### config.mk
export PLATFORM = sky130hd
export DESIGN_NAME = wb_hist_regs_flat
export DESIGN_NICKNAME = d
export VERILOG_FILES = /design/src/rtl/wb_hist_regs_pkg.sv /design/src/rtl/wb_hist_regs_if.sv /design/src/rtl/wb_hist_regs_stage.sv /design/src/rtl/wb_hist_regs.sv /design/src/flat_wrapper.sv
export SDC_FILE = /design/constraint.sdc
export NUM_CORES = 1
export LEC_CHECK = 0
export CAP_MARGIN = 25
export CORE_ASPECT_RATIO = 0.8
export CORE_MARGIN = 2
export CORE_UTILIZATION = 42
export DETAILED_ROUTE_END_ITERATION = 10
export HOLD_SLACK_MARGIN = 0.05
export PLACE_DENSITY = 0.88
export SLEW_MARGIN = 10
export SYNTH_ARGS = -nofsm -noshare
export SYNTH_HDL_FRONTEND = slang
export SYNTH_SLANG_ARGS = --single-unit
### constraint.sdc
create_clock -name clk -period 2.1 [get_ports clk]
set_input_delay 0.315 -clock clk [delete_from_list [all_inputs] [get_ports clk]]
set_output_delay 0.315 -clock clk [all_outputs]
set_load 0.03 [all_outputs]
### src/rtl/wb_hist_regs_pkg.sv
`default_nettype none
// ============================================================================
// Module   : wb_hist_regs_pkg
// Purpose  : Shared register-file widths, constants and write qualification.
// Revision : 1.0 - initial release
// ============================================================================
package wb_hist_regs_pkg;

    localparam int c_reg_bus_w  = 32;
    localparam int c_reg_addr_w = 5;

    localparam logic [c_reg_bus_w-1:0]  c_zero_word     = '0;
    localparam logic [c_reg_addr_w-1:0] c_zero_reg      = '0;
    localparam logic                    c_write_enable  = 1'b1;
    localparam logic                    c_write_disable = 1'b0;

    // x0 is hardwired to zero, so a write to it must never look valid downstream.
    function automatic logic qualify_we(input logic we, input logic addr_nonzero);
        return (we && addr_nonzero) ? c_write_enable : c_write_disable;
    endfunction

endpackage
`default_nettype wire

### src/rtl/wb_hist_regs_if.sv
`default_nettype none
// ============================================================================
// Module   : wb_hist_regs_if
// Purpose  : Bus bundle between the wb stage, the history chain and consumers.
// Revision : 1.0 - initial release
// ============================================================================
interface wb_hist_regs_if #(
    parameter int DATA_W = 32,
    parameter int ADDR_W = 5,
    parameter int NUM_RD = 2
) ();

    logic                     stall_i;
    logic                     flush_i;
    logic [DATA_W-1:0]        reg_wdata_i;
    logic                     reg_we_i;
    logic [ADDR_W-1:0]        reg_waddr_i;
    logic [DATA_W-1:0]        reg_wdata_o;
    logic                     reg_we_o;
    logic [ADDR_W-1:0]        reg_waddr_o;
    logic [NUM_RD*ADDR_W-1:0] rd_addr_i;
    logic [NUM_RD-1:0]        fwd_hit_o;
    logic [NUM_RD*DATA_W-1:0] fwd_data_o;

    modport master (
        output stall_i, flush_i, reg_wdata_i, reg_we_i, reg_waddr_i, rd_addr_i,
        input  reg_wdata_o, reg_we_o, reg_waddr_o, fwd_hit_o, fwd_data_o
    );

    modport slave (
        input  stall_i, flush_i, reg_wdata_i, reg_we_i, reg_waddr_i, rd_addr_i,
        output reg_wdata_o, reg_we_o, reg_waddr_o, fwd_hit_o, fwd_data_o
    );

endinterface
`default_nettype wire

### src/rtl/wb_hist_regs_stage.sv
`default_nettype none
// ============================================================================
// Module   : wb_hist_stage
// Purpose  : One write-record history register with flush/stall control.
// Revision : 1.0 - initial release
// ============================================================================
module wb_hist_stage
    import wb_hist_regs_pkg::*;
#(
    parameter int DATA_W = c_reg_bus_w,
    parameter int ADDR_W = c_reg_addr_w
) (
    input  wire logic              clk,
    input  wire logic              rst,
    input  wire logic              i_stall,
    input  wire logic              i_flush,
    input  wire logic [DATA_W-1:0] i_data,
    input  wire logic              i_we,
    input  wire logic [ADDR_W-1:0] i_addr,
    output logic      [DATA_W-1:0] o_data,
    output logic                   o_we,
    output logic      [ADDR_W-1:0] o_addr
);

    logic [DATA_W-1:0] r_data;
    logic              r_we;
    logic [ADDR_W-1:0] r_addr;

    // Flush only kills the valid bit; data/addr keep their last value.
    always_ff @(posedge clk or negedge rst) begin
        if (!rst) begin
            r_data <= '0;
            r_we   <= c_write_disable;
            r_addr <= '0;
        end else if (i_flush) begin
            r_we   <= c_write_disable;
        end else if (!i_stall) begin
            r_data <= i_data;
            r_we   <= i_we;
            r_addr <= i_addr;
        end
    end

    assign o_data = r_data;
    assign o_we   = r_we;
    assign o_addr = r_addr;

endmodule
`default_nettype wire

### src/rtl/wb_hist_regs.sv
`default_nettype none
// ============================================================================
// Module   : wb_hist_regs
// Purpose  : DEPTH-stage post-writeback history chain with youngest-match
//            forwarding lookups on NUM_RD query ports.
// Revision : 1.0 - initial release
// ============================================================================
module wb_hist_regs
    import wb_hist_regs_pkg::*;
#(
    parameter int DATA_W = c_reg_bus_w,
    parameter int ADDR_W = c_reg_addr_w,
    parameter int DEPTH  = 2,
    parameter int NUM_RD = 2
) (
    input  wire logic     clk,
    input  wire logic     rst,
    wb_hist_regs_if.slave bus
);

    logic [DATA_W-1:0] w_st_data [DEPTH];
    logic              w_st_we   [DEPTH];
    logic [ADDR_W-1:0] w_st_addr [DEPTH];

    wire  [NUM_RD-1:0]        w_fwd_hit;
    wire  [NUM_RD*DATA_W-1:0] w_fwd_data;

    for (genvar i = 0; i < DEPTH; i++) begin : g_stage
        logic [DATA_W-1:0] w_d_data;
        logic              w_d_we;
        logic [ADDR_W-1:0] w_d_addr;

        if (i == 0) begin : g_head
            assign w_d_data = bus.reg_wdata_i;
            assign w_d_we   = qualify_we(bus.reg_we_i, bus.reg_waddr_i != '0);
            assign w_d_addr = bus.reg_waddr_i;
        end else begin : g_tail
            assign w_d_data = w_st_data[i-1];
            assign w_d_we   = w_st_we[i-1];
            assign w_d_addr = w_st_addr[i-1];
        end

        wb_hist_stage #(
            .DATA_W (DATA_W),
            .ADDR_W (ADDR_W)
        ) u_stage (
            .clk     (clk),
            .rst     (rst),
            .i_stall (bus.stall_i),
            .i_flush (bus.flush_i),
            .i_data  (w_d_data),
            .i_we    (w_d_we),
            .i_addr  (w_d_addr),
            .o_data  (w_st_data[i]),
            .o_we    (w_st_we[i]),
            .o_addr  (w_st_addr[i])
        );
    end

    for (genvar k = 0; k < NUM_RD; k++) begin : g_fwd
        logic [ADDR_W-1:0] w_raddr;
        logic              w_hit;
        logic [DATA_W-1:0] w_data;

        assign w_raddr = bus.rd_addr_i[k*ADDR_W +: ADDR_W];

        // Scan oldest to youngest so the youngest match overwrites the rest.
        always_comb begin
            w_hit  = 1'b0;
            w_data = c_zero_word[DATA_W-1:0];
            for (int i = DEPTH - 1; i >= 0; i--) begin
                if (w_st_we[i] && (w_st_addr[i] == w_raddr) && (w_raddr != '0)) begin
                    w_hit  = 1'b1;
                    w_data = w_st_data[i];
                end
            end
        end

        assign w_fwd_hit[k]                   = w_hit;
        assign w_fwd_data[k*DATA_W +: DATA_W] = w_data;
    end

    assign bus.reg_wdata_o = w_st_data[DEPTH-1];
    assign bus.reg_we_o    = w_st_we[DEPTH-1];
    assign bus.reg_waddr_o = w_st_addr[DEPTH-1];
    assign bus.fwd_hit_o   = w_fwd_hit;
    assign bus.fwd_data_o  = w_fwd_data;

endmodule
`default_nettype wire

### src/flat_wrapper.sv
// flat-port wrapper written by rule: the top's interface ports become plain ports
module wb_hist_regs_flat import wb_hist_regs_pkg::*;
#(
    parameter int DATA_W = c_reg_bus_w,
    parameter int ADDR_W = c_reg_addr_w,
    parameter int DEPTH  = 2,
    parameter int NUM_RD = 2
)
  (clk, rst, bus_stall_i, bus_flush_i, bus_reg_wdata_i, bus_reg_we_i, bus_reg_waddr_i, bus_rd_addr_i, bus_reg_wdata_o, bus_reg_we_o, bus_reg_waddr_o, bus_fwd_hit_o, bus_fwd_data_o);
  wb_hist_regs_if #(.DATA_W(DATA_W), .ADDR_W(ADDR_W), .NUM_RD(NUM_RD)) bus_i ();
  input  wire logic clk;
  input  wire logic rst;
  input wire logic [$bits(bus_i.stall_i)-1:0] bus_stall_i;
  input wire logic [$bits(bus_i.flush_i)-1:0] bus_flush_i;
  input wire logic [$bits(bus_i.reg_wdata_i)-1:0] bus_reg_wdata_i;
  input wire logic [$bits(bus_i.reg_we_i)-1:0] bus_reg_we_i;
  input wire logic [$bits(bus_i.reg_waddr_i)-1:0] bus_reg_waddr_i;
  input wire logic [$bits(bus_i.rd_addr_i)-1:0] bus_rd_addr_i;
  output wire logic [$bits(bus_i.reg_wdata_o)-1:0] bus_reg_wdata_o;
  output wire logic [$bits(bus_i.reg_we_o)-1:0] bus_reg_we_o;
  output wire logic [$bits(bus_i.reg_waddr_o)-1:0] bus_reg_waddr_o;
  output wire logic [$bits(bus_i.fwd_hit_o)-1:0] bus_fwd_hit_o;
  output wire logic [$bits(bus_i.fwd_data_o)-1:0] bus_fwd_data_o;
  assign bus_i.stall_i = bus_stall_i;
  assign bus_i.flush_i = bus_flush_i;
  assign bus_i.reg_wdata_i = bus_reg_wdata_i;
  assign bus_i.reg_we_i = bus_reg_we_i;
  assign bus_i.reg_waddr_i = bus_reg_waddr_i;
  assign bus_i.rd_addr_i = bus_rd_addr_i;
  assign bus_reg_wdata_o = bus_i.reg_wdata_o;
  assign bus_reg_we_o = bus_i.reg_we_o;
  assign bus_reg_waddr_o = bus_i.reg_waddr_o;
  assign bus_fwd_hit_o = bus_i.fwd_hit_o;
  assign bus_fwd_data_o = bus_i.fwd_data_o;
  wb_hist_regs #(.DATA_W(DATA_W), .ADDR_W(ADDR_W), .DEPTH(DEPTH), .NUM_RD(NUM_RD)) u_core (.clk(clk), .rst(rst), .bus(bus_i));
endmodule
==> flow_summary_export.csv, run 1 <==
group,metric,value,unit
sta,timing.hold.ws,0.499,ns
floorplanning,rows,34,
cts,cts-htree-levels,3,
cts,cts.clk_slew.worst_paths,0.06,ns
synth,yosys-top-cells-count,"mux2_2, dfrtp_1, nor4b_1",
cts,cts_tree,"yes",
critical_path,cp.arrival,2.37,ns
global_routing,grt_use_met3,4.30,%
sta,setup_viol,66,
sta,slew_viol_final,0,
floorplanning,die_w,123,um
critical_path,worst_setup_path_start_kind,"register",
placed_design,dpl.hpwl,9250,um
synth,yosysMostFrequentCell,"mux2_2",
synth,synth_area_leaders,"dfrtp_1, mux2_2, mux2_4",
synth,synth_edf_count,0,
placed_design,dp.cells,653,
critical_path,path_max_fanout,5,
global_routing,use_met1,27.3,%
cells_and_area,layout.cells.non_filler,679,
cts,root_buffer,"clkbuf_16",
pwr,power.leakage,3.08,nW
sta,hold_viol_final,0,
cts,cts_buffers,9,
critical_path,end_kind,"primary output",
synth,synth_ff_type,"dfrtp_1",
status,failed_checks,"negative setup slack",
min_path,hold_class,"primary input to async pin",
cells_and_area,fill_cells,798,
pwr,p_per_area,713,nW/um^2
placed_design,dp_slack,-1.03,ns
detailed_routing,first_pass_iters,4,
global_routing,grt_pass1_wl,20700,um
synth,syn_nets,408,
sta,fin_crit_sh,128,%
floorplanning,dieArea,12200,sq um
synth,seq_area_frac_synth,39.9,%
placed_design,port_buffers,155,
floorplanning,core_area,11000,sq um
critical_path,crit_type,"register to primary output",
global_routing,grt_max_degree,41,
cells_and_area,fin_nets,582,
sta,max_freq,0.372,GHz
synth,synth_top_area_share,39.9,%
job,drv.max_cap_violation_count,0,
critical_path,crit_required,1.78,ns
cts,cts_max_path_buffers,2,
global_routing,grt-ovfl-total,0,
floorplanning,start_util,43.5,%
global_routing,track_usage,21.7,%
cells_and_area,syn_to_final_growth,50.0,%
detailed_routing,via_per_inst,5.59,
sta,fin_ws,-0.585,ns
global_routing,grt_pass1_vias,3990,
synth,synth_area_leader_cell,"dfrtp_1",
floorplanning,io_pins,156,
sta,worstMarginPinSlew,0.471,ns
detailed_routing,postRouteWirelength,13400,um
pwr,total_power,5.10,mW
global_routing,grtUsageMet2,37.8,%
placed_design,place_congestion,0.793,
floorplanning,die_height,99.3,um
cts,clk_latency,0.32,ns
synth,ys_warn_count,0,
sta,rsz0062_at_grt,"yes",
detailed_routing,drt_iter0_markers,118,
synth,ys_ff_latch,76,
pwr,vdd_drop_max,0.000341,V
cts,cts.sinks,76,
detailed_routing,final_antenna_net_count,0,
detailed_routing,vias,3793,
sta,tns,-31.97,ns
global_routing,antenna_found_initial,0,
synth,syn_inst,356,
status,outcome,"finished with violations",
sta,min_period,2.68,ns
synth,synthDistinctLibCells,20,
sta,slew-limit-headroom,68.6,%
global_routing,grt-busiest-layer,"met2",
cells_and_area,antenna_cells,0,
synth,async_flop_share,100,%
detailed_routing,drc,0,
cells_and_area,final_layout_size_suffix_gt1_share,51.6,%
sta,finalClockSkew,0.00560,ns
detailed_routing,wl_per_cell,19.7,um
synth,netlist_area,4770,sq um
synth,avgSynthCellArea,13.4,sq um
-- cell families (layout without fill, tap and decap cells) --
kind of cell	count (synthesis)	in the layout	synth area share, %
muxes	139	139	37.3
and+or+nand+nor	80	80	14.2
DFF	76	76	39.9
buffers and inverters	37	216	4.33
xor gates and xnor gates	20	20	3.67
AOI/OAI and AO/OA	4	4	0.577
-- worst max-delay path, cell delays in order, from the launching register on --
cell and delay (ns):
dfrtp_1 0.38, xnor2_1 0.22, nand4_1 0.18, or4_4 0.51, buf_12 0.17, buf_16 0.14
mux2_4 0.30, buf_6 0.14
-- final cells by class --
cell class | instances | area, sq um | share of cell area (%)
Inverter | 1 | 3.75 | 0.0524
Multi-Input combinational cell | 243 | 2720 | 38.0
Clock buffer | 10 | 229 | 3.20
Clock inverter | 6 | 41.3 | 0.577
Sequential cell | 76 | 1900 | 26.6
Timing Repair Buffer | 199 | 2080 | 29.1
Tap cell | 144 | 180 | 2.52
-- power breakdown --
| part | switching [mW] | internal, mW | total (mW) | leakage (nW) |
|---|---|---|---|---|
| logic | 0.794 | 0.880 | 1.67 | 2.06 |
| clock network | 0.589 | 0.797 | 1.39 | 0.124 |
| registers | 0.296 | 1.75 | 2.04 | 0.898 |
-- flip-flops by register name, indices dropped and copies added, names as in the netlist --
name / cells
u_core.g_stage.u_stage.o_data: 64
u_core.g_stage.u_stage.o_addr: 10
u_core.g_stage.u_stage.o_we: 2
-- placed cells by master (no fill, tap or decap), types with 2 or more instances in the layout --
cell / synthesis / routed
buf_6: 8 / 67
dlygate4sd2_1: 0 / 10
dfrtp_1: 76 / 76
mux2_2: 80 / 80
xnor2_2: 0 / 3
or4_4: 4 / 4
nor2_4: 2 / 3
buf_4: 2 / 34
xor2_1: 4 / 4
buf_12: 0 / 7
nand4_1: 4 / 4
clkbuf_16: 0 / 9
buf_16: 0 / 2
clkinv_2: 0 / 2
nor4b_1: 64 / 63
nand2_1: 3 / 3
xnor2_1: 16 / 13
mux2_4: 58 / 58
clkinvlp_4: 0 / 3
clkdlybuf4s50_1: 0 / 78
-- per-stage QoR --
step	instance area, sq um	util (%)
detailed placement	6630	60.4
global placement	6630	60.4
CTS	7170	65.3
floorplan	4770	-
finish	7160	65.2
global route	7160	65.2
-- routing by layer --
layer  up-vias  wire [um]
met5         -          0
met4         0         89
met3         9        910
met2       164       6840
met1      1923       5540
li1       1697          -
-- final timing paths --
check | from | slack [ns] | cells after the start | end
max in group asynchronous | rst | 1.00 | 3 | u_core.g_stage[0].u_stage.o_addr[2]
min | rst | 0.50 | 2 | u_core.g_stage[0].u_stage.o_data[16]
min in group clk | u_core.g_stage[1].u_stage.o_data[6] | 0.55 | 1 | u_core.g_stage[1].u_stage.o_data[6]
max | u_core.g_stage[0].u_stage.o_addr[4] | -0.58 | 7 | bus_fwd_data_o[61]
max reg2reg | u_core.g_stage[0].u_stage.o_addr[1] | 1.05 | 3 | u_core.g_stage[1].u_stage.o_addr[1]
min reg2reg | u_core.g_stage[1].u_stage.o_data[6] | 0.55 | 1 | u_core.g_stage[1].u_stage.o_data[6]
-- repair_timing --
item                       4_1_cts  5_1_grt
hold endpoints to repair        36        0
setup endpoints to repair       66       66
hold buffers                     1        0
gates cloned                     3        0
resized for setup              430        5
buffers inserted                 7        1
Note: power is estimated with default switching activity, not from simulation.
==> run 2: changes to the inputs <==
--- a/config.mk
+++ b/config.mk
@@ -10,7 +10,6 @@
 export CORE_MARGIN = 2
 export CORE_UTILIZATION = 42
 export DETAILED_ROUTE_END_ITERATION = 10
-export HOLD_SLACK_MARGIN = 0.05
 export PLACE_DENSITY = 0.88
 export SLEW_MARGIN = 10
 export SYNTH_ARGS = -nofsm -noshare
==> results of run 2 <==
The final DEF is identical to that of run 1; final timing and power are the same.
